<file path="src/rtl/btn_pulse_pkg.sv">
// btn_pulse_pkg: shared types and default timing constants for the button
// pulse controller. Optional auto-repeat is enabled by defining BTN_AUTOREPEAT_EN.
package btn_pulse_pkg;

  // Debouncer FSM states
  typedef enum logic [1:0] {
    IDLE        = 2'd0,
    PRESS_CHK   = 2'd1,
    HELD        = 2'd2,
    RELEASE_CHK = 2'd3
  } db_state_t;

  // Default timing in clk cycles
  localparam int DEF_DB_CYCLES     = 500000;
  localparam int DEF_CNT_W         = 20;
  localparam int DEF_REPEAT_DELAY  = 50000000;
  localparam int DEF_REPEAT_PERIOD = 10000000;

  // Counter width able to hold 0 .. max(a, b) - 1
  function automatic int rpt_width(input int a, input int b);
    int m;
    m = (a > b) ? a : b;
    return (m > 1) ? $clog2(m) : 1;
  endfunction

endpackage

</file>
<file path="src/rtl/btn_debounce.sv">
// btn_debounce: 2-flop synchronizer followed by a four-state debounce FSM.
// Emits a registered one-cycle press_evt when a press is accepted.
// With BTN_AUTOREPEAT_EN defined, a held button also emits repeat events
// after REPEAT_DELAY cycles in HELD and then every REPEAT_PERIOD cycles.
module btn_debounce
  import btn_pulse_pkg::*;
#(
  parameter int DB_CYCLES     = DEF_DB_CYCLES,
  parameter int CNT_W         = DEF_CNT_W,
  parameter int REPEAT_DELAY  = DEF_REPEAT_DELAY,
  parameter int REPEAT_PERIOD = DEF_REPEAT_PERIOD
) (
  input  logic clk,
  input  logic reset,
  input  logic raw,
  output logic press_evt
);

  // Last count value of a debounce window; the counter never goes past it
  localparam logic [CNT_W-1:0] DB_LAST = CNT_W'(DB_CYCLES - 1);

  logic      sync_1_reg;
  logic      sync_2_reg;
  db_state_t state_reg;
  logic [CNT_W-1:0] cnt_reg;

`ifdef BTN_AUTOREPEAT_EN
  localparam int RPT_W = rpt_width(REPEAT_DELAY, REPEAT_PERIOD);
  localparam logic [RPT_W-1:0] RPT_FIRST_LAST = RPT_W'(REPEAT_DELAY - 1);
  localparam logic [RPT_W-1:0] RPT_NEXT_LAST  = RPT_W'(REPEAT_PERIOD - 1);

  logic [RPT_W-1:0] rpt_cnt_reg;
  logic             rpt_armed_reg;  // first repeat already issued in this hold
`endif

  // Two-flop synchronizer for the raw asynchronous button level
  always_ff @(posedge clk or negedge reset) begin
    if (!reset) begin
      sync_1_reg <= 1'b0;
      sync_2_reg <= 1'b0;
    end else begin
      sync_1_reg <= raw;
      sync_2_reg <= sync_1_reg;
    end
  end

  // Debounce FSM with stability counter and registered press event
  always_ff @(posedge clk or negedge reset) begin
    if (!reset) begin
      state_reg <= IDLE;
      cnt_reg   <= '0;
      press_evt <= 1'b0;
`ifdef BTN_AUTOREPEAT_EN
      rpt_cnt_reg   <= '0;
      rpt_armed_reg <= 1'b0;
`endif
    end else begin
      press_evt <= 1'b0;
      case (state_reg)
        IDLE: begin
          if (sync_2_reg) begin
            state_reg <= PRESS_CHK;
            cnt_reg   <= '0;
          end
        end
        PRESS_CHK: begin
          if (!sync_2_reg) begin
            state_reg <= IDLE;
            cnt_reg   <= '0;
          end else if (cnt_reg == DB_LAST) begin
            state_reg <= HELD;
            cnt_reg   <= '0;
            press_evt <= 1'b1;
`ifdef BTN_AUTOREPEAT_EN
            rpt_cnt_reg   <= '0;
            rpt_armed_reg <= 1'b0;
`endif
          end else begin
            cnt_reg <= cnt_reg + 1'b1;
          end
        end
        HELD: begin
          if (!sync_2_reg) begin
            state_reg <= RELEASE_CHK;
            cnt_reg   <= '0;
          end
`ifdef BTN_AUTOREPEAT_EN
          else if (rpt_cnt_reg == (rpt_armed_reg ? RPT_NEXT_LAST : RPT_FIRST_LAST)) begin
            press_evt     <= 1'b1;
            rpt_cnt_reg   <= '0;
            rpt_armed_reg <= 1'b1;
          end else begin
            rpt_cnt_reg <= rpt_cnt_reg + 1'b1;
          end
`endif
        end
        RELEASE_CHK: begin
          if (sync_2_reg) begin
            // Release bounce: back to HELD, repeat timing restarts
            state_reg <= HELD;
            cnt_reg   <= '0;
`ifdef BTN_AUTOREPEAT_EN
            rpt_cnt_reg   <= '0;
            rpt_armed_reg <= 1'b0;
`endif
          end else if (cnt_reg == DB_LAST) begin
            state_reg <= IDLE;
            cnt_reg   <= '0;
          end else begin
            cnt_reg <= cnt_reg + 1'b1;
          end
        end
        default: begin
          state_reg <= IDLE;
          cnt_reg   <= '0;
        end
      endcase
    end
  end

endmodule

</file>
<file path="src/rtl/btn_pulse_ctrl.sv">
// btn_pulse_ctrl: two debounced buttons (up/down) turned into a single-cycle
// step pulse PED with a direction flag uphdnl for an up/down counter.
// Simultaneous up/down events cancel. An event arriving while PED is high is
// held one cycle so PED is never high in two consecutive cycles.
// Auto-repeat is enabled by defining BTN_AUTOREPEAT_EN.
module btn_pulse_ctrl
  import btn_pulse_pkg::*;
#(
  parameter int DB_CYCLES     = DEF_DB_CYCLES,
  parameter int CNT_W         = DEF_CNT_W,
  parameter int REPEAT_DELAY  = DEF_REPEAT_DELAY,
  parameter int REPEAT_PERIOD = DEF_REPEAT_PERIOD
) (
  input  logic clk,
  input  logic reset,
  input  logic btn_up,
  input  logic btn_dn,
  output logic PED,
  output logic uphdnl
);

  // Index 0 = up button, index 1 = down button
  logic [1:0] raw_btn;
  logic [1:0] press_evt;
  logic       single_evt;
  logic       single_dir;

  logic ped_reg;
  logic dir_reg;
  logic pend_reg;
  logic pend_dir_reg;

  assign raw_btn = {btn_dn, btn_up};

  genvar gi;
  generate
    for (gi = 0; gi < 2; gi++) begin : g_btn
      btn_debounce #(
        .DB_CYCLES     (DB_CYCLES),
        .CNT_W         (CNT_W),
        .REPEAT_DELAY  (REPEAT_DELAY),
        .REPEAT_PERIOD (REPEAT_PERIOD)
      ) u_db (
        .clk       (clk),
        .reset     (reset),
        .raw       (raw_btn[gi]),
        .press_evt (press_evt[gi])
      );
    end
  endgenerate

  // Exactly one button reporting a press; both at once is discarded
  assign single_evt = press_evt[0] ^ press_evt[1];
  assign single_dir = press_evt[0];

  // Output pulse and direction registers with one-deep deferral slot
  always_ff @(posedge clk or negedge reset) begin
    if (!reset) begin
      ped_reg      <= 1'b0;
      dir_reg      <= 1'b1;
      pend_reg     <= 1'b0;
      pend_dir_reg <= 1'b1;
    end else if (ped_reg) begin
      ped_reg <= 1'b0;
      if (single_evt) begin
        pend_reg     <= 1'b1;
        pend_dir_reg <= single_dir;
      end
    end else if (pend_reg) begin
      ped_reg      <= 1'b1;
      dir_reg      <= pend_dir_reg;
      pend_reg     <= single_evt;
      pend_dir_reg <= single_dir;
    end else if (single_evt) begin
      ped_reg <= 1'b1;
      dir_reg <= single_dir;
    end
  end

  assign PED    = ped_reg;
  assign uphdnl = dir_reg;

endmodule
</file>
<file path="config.mk">
export PLATFORM = sky130hd
export DESIGN_NAME = btn_pulse_ctrl
export DESIGN_NICKNAME = d
export VERILOG_FILES = /design/src/rtl/btn_pulse_pkg.sv /design/src/rtl/btn_debounce.sv /design/src/rtl/btn_pulse_ctrl.sv
export SDC_FILE = /design/constraint.sdc
export NUM_CORES = 1
export LEC_CHECK = 0
export ABC_AREA = 1
export CORE_UTILIZATION = 57
export DETAILED_ROUTE_END_ITERATION = 6
export DONT_BUFFER_PORTS = 1
export PLACE_DENSITY = 0.75
export SLEW_MARGIN = 20
export SYNTH_ARGS = -nofsm -noshare
export SYNTH_HDL_FRONTEND = slang
export SYNTH_SLANG_ARGS = --single-unit
</file>
<file path="constraint.sdc">
create_clock -name clk -period 1.3 [get_ports clk]
set_input_delay 0.13 -clock clk [delete_from_list [all_inputs] [get_ports clk]]
set_output_delay 0.13 -clock clk [all_outputs]
set_load 0.03 [all_outputs]
</file>
== After elaboration in Yosys (flattened, before gate mapping) ==
Index checks and enable logic that the tools add are counted.

* RAM bits: 0
* Memories: 0
* Bits in latches: 0
* Memory bits (read-only): 0
* Output and inout port bits: 2
* Register bits: 54

* Multiply operators: 0
* Div/mod/pow operators: 0
* Mux-type cells: 42
* Reductions and logical operators: 10
* Equal/unequal tests: 17
* Add/sub/neg operators: 2
* Bitwise logic cells: 2
* $lt $le $gt $ge: 0
* Shift-type cells: 0

{| class="wikitable"
|+ Operators with widths
! cell !! count
|-
| two-way mux 20 bit || 10
|-
| one-hot mux 20 bit (4 select lines) || 2
|-
| adder 20 x 1 -> 20 bit, second input constant || 2
|-
| == test 20 x 19 -> 1 bit, second input constant || 2
|-
| two-way mux 2 bit || 12
|-
| two-way mux 1 bit || 16
|-
| one-hot mux 2 bit (4 select lines) || 2
|-
| == test 2 bit, second input constant || 4
|-
| AND reduction 2 bit || 4
|-
| AND reduction 4 bit || 2
|-
| != test 2 bit, second input constant || 3
|-
| != test 3 x 1 -> 1 bit, second input constant || 2
|-
| != test 3 bit, second input constant || 2
|-
| == test 2 x 1 -> 1 bit, second input constant || 2
|-
| logical NOT 2 bit || 2
|-
| != test 2 x 1 -> 1 bit, second input constant || 2
|-
| nonzero test 2 bit || 2
|-
| inverter 1 bit || 1
|-
| bitwise XOR 1 bit || 1
|}

== Depth between registers and ports, before layout ==
Gate-level depths: netlist of the first run.

* Depth in word-level cells: 4
* Depth in mapped cells: 10
* Mapped depth without buffers: 10

== Cells and area by module ==
A second synthesis of the first run with hierarchy kept.

* Cells, all modules: 446
* Area, all modules: 3228.1 um^2

{| class="wikitable"
|+ By module, submodules not included
! module !! cells each !! area each (um^2) !! sequential area each (um^2) !! times used
|-
| btn_debounce || 210 || 1514.0 || 625.6 || 2
|-
| btn_pulse_ctrl || 26 || 200.2 || 102.6 || 1
|}

== Least setup slack after synthesis of the first run ==
OpenSTA, ideal clock, no wires.

* Path kind: register to register
* From: register g_btn[1].u_db.cnt_reg[0]
* To: register g_btn[1].u_db.cnt_reg[8]
* Arrival time: 1.270 ns
* Setup slack: -0.095 ns
* Stages on the path, launching flop included: 10
* Cell sequence: dfrtp_1 -> ha_1 -> nand2_2 -> inv_2 -> nand2_2 -> nor2_2 -> nand3_2 -> nand2_4 -> buf_6 -> o22ai_1

* Word-level cells in the longest chain between the ends: 4
* Elaborated cells between the ends (all ways): 6

{| class="wikitable"
|+ Ends and longest elaborated chain
! element !! RTL line !! RTL
|-
| from (decl) || btn_debounce.sv:25 || <nowiki>logic [CNT_W-1:0] cnt_reg;</nowiki>
|-
| from (signal assigned) || btn_debounce.sv:79 || <nowiki>cnt_reg <= cnt_reg + 1'b1;</nowiki>
|-
| from (signal assigned) || btn_debounce.sv:110 || <nowiki>cnt_reg <= cnt_reg + 1'b1;</nowiki>
|-
| adder 20 x 1 -> 20 bit or == test 20 x 19 -> 1 bit (tied branches) || - ||
|-
| two-way mux 20 bit (*) || btn_debounce.sv:70, btn_debounce.sv:106 ||
|-
| two-way mux 20 bit, on equally long branches || btn_debounce.sv:98, btn_debounce.sv:67 ||
|-
| one-hot mux 20 bit (4 select lines) (*) || btn_debounce.sv:59 || <nowiki>case (state_reg)</nowiki>
|}

Mark *: on every way between the ends. The rest lies on a longest branch, timed or not.
A chain may end at the register's enable or synchronous reset.

==> metrics.cfg, run 1 <==
[status]
status=finished with violations
violations=negative hold slack, negative setup slack

[floorplanning]
core_mm2=0.00524
die_h_um=76.6
rows=26
die_area_mm2=0.00587
fp.dieW_um=76.6
num_io_pins=6
start_util=0.606

[global_routing]
antenna_found_initial=0
grt_usage=0.295
grt_start_max_net_pins=55
grt_pass1_vias=3081
grt_first_pass_wirelength_um=13700
grt_overflow_total=0

[placed_design]
numPortBuffers=0
dpl.cell_count=552
gp_congestion=0.859
hpwl_um=5360

[clock_tree]
htreeDepth=2
clock-sinks=54
clk_latency_ns=0.32
cts_made_buffers=5
cts_root_buf=clkbuf_8
cts_tree=yes
clk_pin_slew_ns=0.10
clock_path_buffers=2
hold_buffers=2

[cells_and_area]
fin_cells=577
fin_nets=512
diodes=0
largest_reg_flops=40
synthToLayoutAreaGrowth_pct=35.4
final_util=0.820
drive_gt1_frac=0.345
fillers=298

[route]
vias_per_cell=5.61
final_antenna_net_count=0
dr.pass1.iters=5
vias=3239
dr.first_iter.drc_count=261
drc_errors=0
wl_per_cell_um=15.6
wirelength_um=9020

[critical_path]
arrival_ns=1.75
path_class=flop to flop
path_max_fanout=8
crit_required_ns=1.55
cp-start-kind=flop
r2r_start=g_btn[1].u_db.cnt_reg[7]
reg2reg_depth=8
r2r_slack_ns=-0.20
end_kind=flop

[synthesis]
synth_commonest_cells=nand2_1 (124), dfrtp_1 (52), inv_1 (44), nor2_1 (41), nand3_1 (40)
synth.net_count=420
synth.most_common_cell=nand2_1
synth_area_per_cell_um2=7.66
synth_edf_count=0
yosys.area.top_type=dfrtp_1
syn_area_mm2=0.00317
synth_flop_cell=dfrtp_1
yosysWarnings=0
synthDistinctLibCells=32
synth_area_leaders=dfrtp_1 (41%), nand2_1 (15%), nand3_1 (6.3%)
ys_seq_area_frac=0.427
ys_async_sr_fraction=1.00
netlist_instances=414
synth_top_area_frac=0.410
ys_seq_elements=54

[sta]
min_period_over_period=1.16
skew_ns=0.0109
fin_setup_tns_ns=-5.49
report.final.slew_viol_count=0
period_needed_ns=1.50
setup_slack_ns=-0.203
rsz0062_at_grt=true
max_freq_mhz=665
whs_ns=-0.514
finalHoldViolations=54
tightest_slew_ns=0.312
setup_viol=45
relSlewSlack=0.792

[flow_run]
maxCapViolCount=0

[hold_path]
hold_path_class=input pin to asynchronous set/reset pin

[power_and_ir_drop]
peakVddDrop_v=0.000847
p_leak_uw=0.00204
power_uw=5240
p_per_area_mw_per_mm2=1220

## metrics by stage
step	area, um2	setup WS, ns
floorplan	3220	-0.0665
global placement	3850	-0.0591
detailed placement	3850	-0.155
CTS	4150	-0.112
global route	4290	-0.292
finish	4290	-0.203
## kinds of logic after synthesis
family,Yosys count,synth area share
flops,54,0.427
fa+ha+maj,2,0.00789
xor+xnor,15,0.0438
compound gates,41,0.0777
buf+inv,54,0.0722
simple gates,248,0.372
## power by group
group	switching [uW]	total (uW)	internal, uW
clock network	590	1170	578
registers	122	1930	1810
logic	1170	2150	972
## final cells by class
cell class / count / area, um2 / share of cell area
Sequential cell: 54 / 1360 / 0.316
Multi-Input combinational cell: 307 / 1830 / 0.426
Clock buffer: 7 / 76.3 / 0.0178
Clock inverter: 1 / 30.0 / 0.00699
Inverter: 48 / 183 / 0.0425
Timing Repair Buffer: 90 / 733 / 0.171
Tap cell: 70 / 87.6 / 0.0204
## critical path, cell delays in order (launching register included)
cell and delay, ns:
dfrtp_1 0.44, nor2_1 0.15, nand2_1 0.07, nor2_1 0.18
nand3_2 0.14, nand2_4 0.16, buf_4 0.13, nand3_2 0.05
nand2_1 0.10
## timing repair
| item | CTS | global route |
|---|---|---|
| setup buffers | 7 | 8 |
| gates resized for setup | 26 | 29 |
| endpoints found under the hold margin | 56 | 54 |
| gates cloned | 1 | 0 |
| pin swaps | 12 | 7 |
| endpoints found under the setup margin | 41 | 47 |
## worst max-delay path by stage
stage                                   from                   endpoint  slack [ns]
floorplan           g_btn[1].u_db.cnt_reg[0]   g_btn[1].u_db.cnt_reg[7]       -0.07
global placement    g_btn[0].u_db.cnt_reg[1]  g_btn[0].u_db.cnt_reg[12]       -0.06
detailed placement  g_btn[1].u_db.cnt_reg[1]  g_btn[1].u_db.cnt_reg[18]       -0.15
CTS                 g_btn[1].u_db.cnt_reg[1]   g_btn[1].u_db.cnt_reg[5]       -0.11
global route        g_btn[1].u_db.cnt_reg[0]   g_btn[1].u_db.cnt_reg[6]       -0.29
finish              g_btn[1].u_db.cnt_reg[7]                       flop       -0.20
## per-layer routing
layer | vias up | share of wire | track usage
met5 | - | 0 | 0
met4 | 0 | 0.027 | 0.0942
met3 | 33 | 0.059 | 0.0383
met2 | 123 | 0.49 | 0.508
met1 | 1569 | 0.43 | 0.384
li1 | 1514 | - | -
## cell usage in the layout (no fill, tap or decap), drive strengths merged, types with 7 or more instances in the layout
cell,n
buf,88
clkbuf,7
dfrtp,52
inv,48
nand2,135
nand3,44
nand4,7
nor2,56
o21ai,22
o22ai,9
xor2,10
Note: power is estimated with default switching activity, not from simulation.
==> run 2: changes to the inputs <==
--- a/config.mk
+++ b/config.mk
@@ -5,11 +5,10 @@
 export SDC_FILE = /design/constraint.sdc
 export NUM_CORES = 1
 export LEC_CHECK = 0
-export ABC_AREA = 1
-export CORE_UTILIZATION = 57
+export CORE_UTILIZATION = 65
 export DETAILED_ROUTE_END_ITERATION = 6
 export DONT_BUFFER_PORTS = 1
-export PLACE_DENSITY = 0.75
+export PLACE_DENSITY = 0.81
 export SLEW_MARGIN = 20
 export SYNTH_ARGS = -nofsm -noshare
 export SYNTH_HDL_FRONTEND = slang
==> constraint.sdc (replaced) <==
create_clock -name clk -period 1.86 [get_ports clk]
set_input_delay 0.186 -clock clk [delete_from_list [all_inputs] [get_ports clk]]
set_output_delay 0.186 -clock clk [all_outputs]
set_load 0.03 [all_outputs]
==> run 2 against run 1 <==
Core utilization up 3.8 points. Combinational power fell by 33%. Critical path type unchanged. The flow finishes with violations (negative setup slack). Synthesized cell count is 25% lower. Cell count is 28% lower. Sequential share of layout area up 7.0 points. Die area shrank 22%.
==> metrics.cfg, run 2 <==
[synthesis]
yosys.area.top_type=dfrtp_1  ; unchanged
ys_async_sr_fraction=1.00  ; unchanged
synth_edf_count=0  ; unchanged
yosysWarnings=0  ; unchanged
netlist_instances=312  ; was 414
synth_top_area_frac=0.463  ; was 0.410
synthDistinctLibCells=49  ; was 32
synth.most_common_cell=dfrtp_1  ; was nand2_1
synth_area_leaders=dfrtp_1 (46%), o21ai_0 (5.9%), nand2_1 (4.4%)  ; was dfrtp_1 (41%), nand2_1 (15%), nand3_1 (6.3%)
synth_commonest_cells=dfrtp_1 (52), nand2_1 (33), o21ai_0 (33), nand3_1 (24), nor2_1 (23)  ; was nand2_1 (124), dfrtp_1 (52), inv_1 (44), nor2_1 (41), nand3_1 (40)
ys_seq_area_frac=0.482  ; was 0.427
synth.net_count=318  ; was 420
ys_seq_elements=54  ; unchanged
synth_flop_cell=dfrtp_1  ; unchanged
synth_area_per_cell_um2=9.01  ; was 7.66 um2
syn_area_mm2=0.00281  ; was 0.00317 mm2

[flow_run]
maxCapViolCount=0  ; unchanged

[floorplanning]
start_util=0.688  ; was 0.606
fp.dieW_um=67.8  ; was 76.6 um
die_h_um=67.8  ; was 76.6 um
die_area_mm2=0.00459  ; was 0.00587 mm2
core_mm2=0.00409  ; was 0.00524 mm2
rows=23  ; was 26
num_io_pins=6  ; unchanged

[critical_path]
cp-start-kind=flop  ; unchanged
crit_family=simple AND/OR/NAND/NOR gates  ; unchanged
crit_start=g_btn[0].u_db.cnt_reg[11]  ; was g_btn[1].u_db.cnt_reg[7]
critical_path.cell_chain=nor3b_1 -> nand4_1 -> o31ai_4 -> buf_2 -> or3_1 -> o21ai_0  ; was nor2_1 -> nand2_1 -> nor2_1 -> nand3_2 -> nand2_4 -> buf_4 -> nand3_2 -> nand2_1
r2r_start=g_btn[0].u_db.cnt_reg[11]  ; was g_btn[1].u_db.cnt_reg[7]
path_class=flop to flop  ; unchanged
end_kind=flop  ; unchanged
path_max_fanout=6  ; was 8
crit_required_ns=2.03  ; was 1.55 ns
cpPeakStageDelay_ns=0.44  ; about the same
cp_num_buf_inv=1  ; unchanged
r2r_slack_ns=-0.09  ; was -0.20 ns
arrival_ns=2.12  ; was 1.75 ns
critPathSlowestCell=dfrtp_1  ; unchanged

[status]
violations=negative setup slack  ; was negative hold slack, negative setup slack
status=finished with violations  ; unchanged

[route]
final_antenna_net_count=0  ; unchanged
dr.pass1.iters=5  ; unchanged
vias_per_cell=6.48  ; was 5.61
dr.first_iter.drc_count=285  ; was 261
vias=2682  ; was 3239
drc_errors=0  ; unchanged
wl_per_cell_um=17.6  ; was 15.6 um
wirelength_um=7270  ; was 9020 um

[clock_tree]
cts_tree=yes  ; unchanged
clock-sinks=54  ; unchanged
clock_path_buffers=2  ; unchanged
clk_latency_ns=0.31  ; was 0.32 ns
cts_made_buffers=5  ; unchanged
cts_root_buf=clkbuf_8  ; unchanged
htreeDepth=2  ; unchanged
clk_pin_slew_ns=0.11  ; was 0.10 ns

[sta]
setup_slack_ns=-0.0908  ; was -0.203 ns
tightest_slew_ns=0.443  ; was 0.312 ns
relSlewSlack=0.702  ; was 0.792
max_freq_mhz=513  ; was 665 MHz
skew_ns=0.0105  ; was 0.0109 ns
whs_ns=0.362  ; was -0.514 ns
rsz0062_at_grt=true  ; unchanged
report.final.slew_viol_count=0  ; unchanged
period_needed_ns=1.95  ; was 1.50 ns
min_period_over_period=1.05  ; was 1.16
setup_viol=4  ; was 45
finalHoldViolations=0  ; was 54

[global_routing]
use_met1=0.425  ; was 0.384
antenna_found_initial=0  ; unchanged
grt_first_pass_wirelength_um=10300  ; was 13700 um
top_usage_layer=met2  ; unchanged
grt_usage=0.304  ; was 0.295
grt_start_max_net_pins=55  ; unchanged
use_met3=0.0608  ; was 0.0383
grt_use_met2=0.468  ; was 0.508
grt_overflow_total=0  ; unchanged
grt_pass1_vias=2329  ; was 3081

[cells_and_area]
synthToLayoutAreaGrowth_pct=24.7  ; was 35.4%
fillers=205  ; was 298
final_util=0.858  ; was 0.820
fin_nets=369  ; was 512
fin_cells=414  ; was 577
diodes=0  ; unchanged
drive_gt1_frac=0.255  ; was 0.345
largest_reg_flops=40  ; unchanged
final_cell_mix=dfrtp_1 (52), buf_4 (48), nand2_1 (33)  ; was nand2_1 (117), buf_4 (81), dfrtp_1 (50)
final_common_cell=dfrtp_1  ; was nand2_1

[power_and_ir_drop]
p_per_area_mw_per_mm2=1020  ; was 1220 mW/mm2
power_uw=3580  ; was 5240 uW
p_leak_uw=0.00157  ; was 0.00204 uW
peakVddDrop_v=0.000781  ; was 0.000847 V

[hold_path]
hold_path_class=flop to flop  ; was input pin to asynchronous set/reset pin
hold_path.startpoint=g_btn[0].u_db.sync_1_reg

[placed_design]
gp_congestion=0.870  ; was 0.859
dpl.cell_count=397  ; was 552
numPortBuffers=0  ; unchanged
hpwl_um=4430  ; was 5360 um

## run 2: cell count changes after synthesis, moves of 7 or more
| cell | before | now |
|---|---|---|
| a21o_1 | 0 | 9 |
| a21oi_1 | 5 | 21 |
| clkbuf_1 | 0 | 7 |
| inv_1 | 44 | 12 |
| nand2_1 | 124 | 33 |
| nand2_2 | 8 | 1 |
| nand3_1 | 40 | 24 |
| nor2_1 | 41 | 23 |
| nor4_1 | 0 | 11 |
| o21ai_0 | 18 | 33 |
| o22ai_1 | 9 | 0 |
| or3_1 | 0 | 12 |
| xor2_1 | 10 | 3 |
## run 2: repair_timing
action | in CTS | in global routing
hold buffers | 4 | 0
setup endpoints to repair | 13 | 25
setup buffers | 1 | 2
endpoints found under the hold margin | 56 | 0
gates resized for setup | 5 | 25
cloned | 1 | 1
pin swaps | 1 | 6
## run 2: layout make-up
class / count / area (um2) / share of cell area
Sequential cell: 54 / 1350 / 0.386
Multi-Input combinational cell: 233 / 1460 / 0.417
Tap cell: 50 / 62.6 / 0.0179
Timing Repair Buffer: 57 / 468 / 0.134
Inverter: 12 / 45.0 / 0.0129
Clock inverter: 3 / 45.0 / 0.0129
Clock buffer: 5 / 68.8 / 0.0196
## run 2: per-layer routing
metal,vias up,wire [um]
met5,-,0
met4,0,140
met3,20,552
met2,160,3480
met1,1260,3100
li1,1242,-
## run 2: path summary, 6_finish.rpt
kind                                              to  cells after the start
setup / recovery           g_btn[0].u_db.cnt_reg[11]                      6
hold / removal              g_btn[0].u_db.sync_2_reg                      0
setup reg to reg           g_btn[0].u_db.cnt_reg[11]                      6
hold reg to reg             g_btn[0].u_db.sync_2_reg                      0
max in group asynchronous               pend_dir_reg                      2
min in group asynchronous   g_btn[0].u_db.cnt_reg[7]                      2
## run 2: worst register-to-register path, stage by stage, from the launching register on
cell and delay [ns]:
dfrtp_1 0.44, nor3b_1 0.28, nand4_1 0.25, o31ai_4 0.31, buf_2 0.24, or3_1 0.15, o21ai_0 0.13
## run 2: cells by family (layout without fill, tap and decap cells)
kind of cell / count (synthesis) / count (layout) / share of synthesized area
flops: 54 / 54 / 0.482
xor+xnor: 3 / 3 / 0.00935
mux: 4 / 4 / 0.0151
fa+ha+maj: 2 / 2 / 0.00890
simple gates: 140 / 140 / 0.257
buf+inv: 26 / 77 / 0.0454
compound gates: 83 / 84 / 0.183
## run 2: power by group
| group | leakage (uW) | total, uW | internal (uW) | switching [uW] |
|---|---|---|---|---|
| clock network | 0.0000504 | 796 | 401 | 395 |
| registers | 0.000727 | 1360 | 1270 | 90.9 |
| logic | 0.000789 | 1430 | 597 | 832 |
## run 2: metrics by stage
stage,worst slack (ns),instance area [um2],setup TNS (ns)
2_1_floorplan,0.000993,2820,0
5_1_grt,-0.157,3500,-1.04
4_1_cts,0.00519,3370,0
3_3_place_gp,-0.0118,3170,-0.0125
3_5_place_dp,-0.109,3170,-0.464
6_report,-0.0908,3500,-0.109
==> run 3: changes to the inputs <==
--- a/config.mk
+++ b/config.mk
@@ -5,10 +5,11 @@
 export SDC_FILE = /design/constraint.sdc
 export NUM_CORES = 1
 export LEC_CHECK = 0
-export CORE_UTILIZATION = 65
+export CORE_UTILIZATION = 43
 export DETAILED_ROUTE_END_ITERATION = 6
 export DONT_BUFFER_PORTS = 1
-export PLACE_DENSITY = 0.81
+export PLACE_DENSITY = 0.58
+export RECOVER_POWER = 100
 export SLEW_MARGIN = 20
 export SYNTH_ARGS = -nofsm -noshare
 export SYNTH_HDL_FRONTEND = slang
==> run 3 against run 2 <==
The flow now finishes without violations. Global-route usage fell by 11 points. Worst setup slack improved by 0.095 ns. Combinational power barely moved. Design area rose by 2.1%. Wire length fell by 8.2%. Flip-flop and latch count did not move. Largest cell class unchanged.
==> metrics.cfg, run 3 (synthesis results as in run 2) <==
[cells_and_area]
fin_nets=377  ; was 369
diodes=0  ; unchanged
synthToLayoutAreaGrowth_pct=27.3  ; was 24.7%
final_cell_mix=buf_4 (55), dfrtp_1 (52), nand2_1 (32)  ; was dfrtp_1 (52), buf_4 (48), nand2_1 (33)
drive_gt1_frac=0.272  ; was 0.255
final_common_cell=buf_4  ; was dfrtp_1
largest_reg_flops=40  ; unchanged

[sta]
tightest_slew_ns=1.36  ; was 0.443 ns
rsz0062_at_grt=true  ; unchanged
min_period_over_period=0.998  ; was 1.05
finalHoldViolations=0  ; unchanged
skew_ns=0.0108  ; was 0.0105 ns
fin_setup_tns_ns=0  ; was -0.109 ns
period_needed_ns=1.86  ; was 1.95 ns
relSlewSlack=0.0933  ; was 0.702
setup_viol=0  ; was 4
setup_slack_ns=0.00426  ; was -0.0908 ns
max_freq_mhz=539  ; was 513 MHz
report.final.slew_viol_count=0  ; unchanged
whs_ns=0.356  ; was 0.362 ns

[critical_path]
arrival_ns=2.06  ; was 2.12 ns
cp_num_buf_inv=2  ; was 1
crit_family=simple AND/OR/NAND/NOR gates  ; unchanged
path_class=flop to flop  ; unchanged
critical_path.cell_chain=nor4_2 -> nand4_1 -> buf_4 -> o31ai_4 -> buf_12 -> nand2_1 -> mux2_2  ; was nor3b_1 -> nand4_1 -> o31ai_4 -> buf_2 -> or3_1 -> o21ai_0
crit_required_ns=2.06  ; was 2.03 ns
r2r_slack_ns=0.004  ; was -0.09 ns
cpPeakStageDelay_ns=0.40  ; was 0.44 ns
path_max_fanout=14  ; was 6
end_kind=flop  ; unchanged
critPathSlowestCell=dfrtp_1  ; unchanged
cp-start-kind=flop  ; unchanged

[global_routing]
top_usage_layer=met2  ; unchanged
antenna_found_initial=0  ; unchanged
grt_start_max_net_pins=55  ; unchanged
grt_first_pass_wirelength_um=11100  ; was 10300 um
grt_use_met2=0.312  ; was 0.468
grt_usage=0.198  ; was 0.304
grt_overflow_total=0  ; unchanged
use_met3=0.0298  ; was 0.0608
grt_pass1_vias=2299  ; was 2329
use_met1=0.284  ; was 0.425

[floorplanning]
fp.dieW_um=82.9  ; was 67.8 um
start_util=0.445  ; was 0.688
num_io_pins=6  ; unchanged
die_area_mm2=0.00687  ; was 0.00459 mm2
rows=29  ; was 23
core_mm2=0.00631  ; was 0.00409 mm2
die_h_um=82.9  ; was 67.8 um

[power_and_ir_drop]
p_leak_uw=0.00159  ; was 0.00157 uW
peakVddDrop_v=0.000523  ; was 0.000781 V
p_per_area_mw_per_mm2=974  ; was 1020 mW/mm2
power_uw=3490  ; was 3580 uW

[clock_tree]
cts_tree=yes  ; unchanged
htreeDepth=2  ; unchanged
cts_root_buf=clkbuf_8  ; unchanged
clk_latency_ns=0.31  ; about the same
clock_path_buffers=2  ; unchanged
cts_made_buffers=5  ; unchanged
clock-sinks=54  ; unchanged
clk_pin_slew_ns=0.11  ; about the same

[route]
drc_errors=0  ; unchanged
vias_per_cell=5.61  ; was 6.48
wl_per_cell_um=14.9  ; was 17.6 um
final_antenna_net_count=0  ; unchanged
dr.pass1.iters=4  ; was 5
wirelength_um=6670  ; was 7270 um
dr.first_iter.drc_count=183  ; was 285
vias=2519  ; was 2682

[placed_design]
dpl_worst_slack_ns=-0.100  ; was -0.109 ns
gp_congestion=0.796  ; was 0.870
hpwl_um=4490  ; was 4430 um
numPortBuffers=0  ; unchanged

[hold_path]
hold_path_class=flop to flop  ; unchanged

[status]
status=finished, final reports clean  ; was finished with violations

[flow_run]
maxCapViolCount=0  ; unchanged

-- run 3: area by class of cell --
class | instances | area (um2)
Clock buffer | 5 | 68.8
Clock inverter | 3 | 25.0
Fill cell | 583 | 2740
Inverter | 12 | 45.0
Multi-Input combinational cell | 233 | 1480
Sequential cell | 54 | 1350
Tap cell | 77 | 96.3
Timing Repair Buffer | 65 | 510
-- run 3: per-layer routing --
metal / share of wire / wire (um)
met3: 0.024 / 158
met1: 0.50 / 3340
met2: 0.46 / 3100
met4: 0.011 / 72
met5: 0 / 0
-- run 3: repair_timing --
action | in CTS | in global routing
cloned | 0 | 2
endpoints found under the setup margin | 31 | 22
gates resized for setup | 8 | 26
hold endpoints to repair | 56 | 0
hold buffers | 4 | 0
pin swaps | 2 | 10
setup buffers | 2 | 6
-- run 3: through the flow --
step | utilization | instances | cell area, um2
CTS | 0.546 | 441 | 3450
global placement | 0.513 | 427 | 3240
floorplan | - | 312 | 2820
global route | 0.567 | 449 | 3580
detailed placement | 0.513 | 427 | 3240
finish | 0.567 | 449 | 3580
-- run 3: power breakdown --
part	switching [uW]	internal [uW]	total [uW]
combinational	800	628	1430
sequential	97.1	1270	1360
clock	423	273	696
-- run 3: worst reg2reg max path: cells and delay by family (launching register included) --
| family | cells | cell delay (ns) |
|---|---|---|
| AO/OA/AOI/OAI | 1 | 0.23 |
| buffers and inverters | 2 | 0.36 |
| flip-flops | 1 | 0.40 |
| multiplexers | 1 | 0.27 |
| AND/OR/NAND/NOR | 3 | 0.49 |
-- run 3: worst paths after layout --
| kind | start | end | cells past startpoint |
|---|---|---|---|
| worst max-delay path | g_btn[0].u_db.cnt_reg[12] | flop | 7 |
| worst min-delay path | g_btn[0].u_db.sync_1_reg | g_btn[0].u_db.sync_2_reg | 0 |
| worst max register to register | g_btn[0].u_db.cnt_reg[12] | flop | 7 |
| worst min register to register | g_btn[0].u_db.sync_1_reg | g_btn[0].u_db.sync_2_reg | 0 |
| max in group asynchronous | reset | g_btn[0].u_db.cnt_reg[3] | 2 |
| min in group asynchronous | reset | pend_reg | 2 |
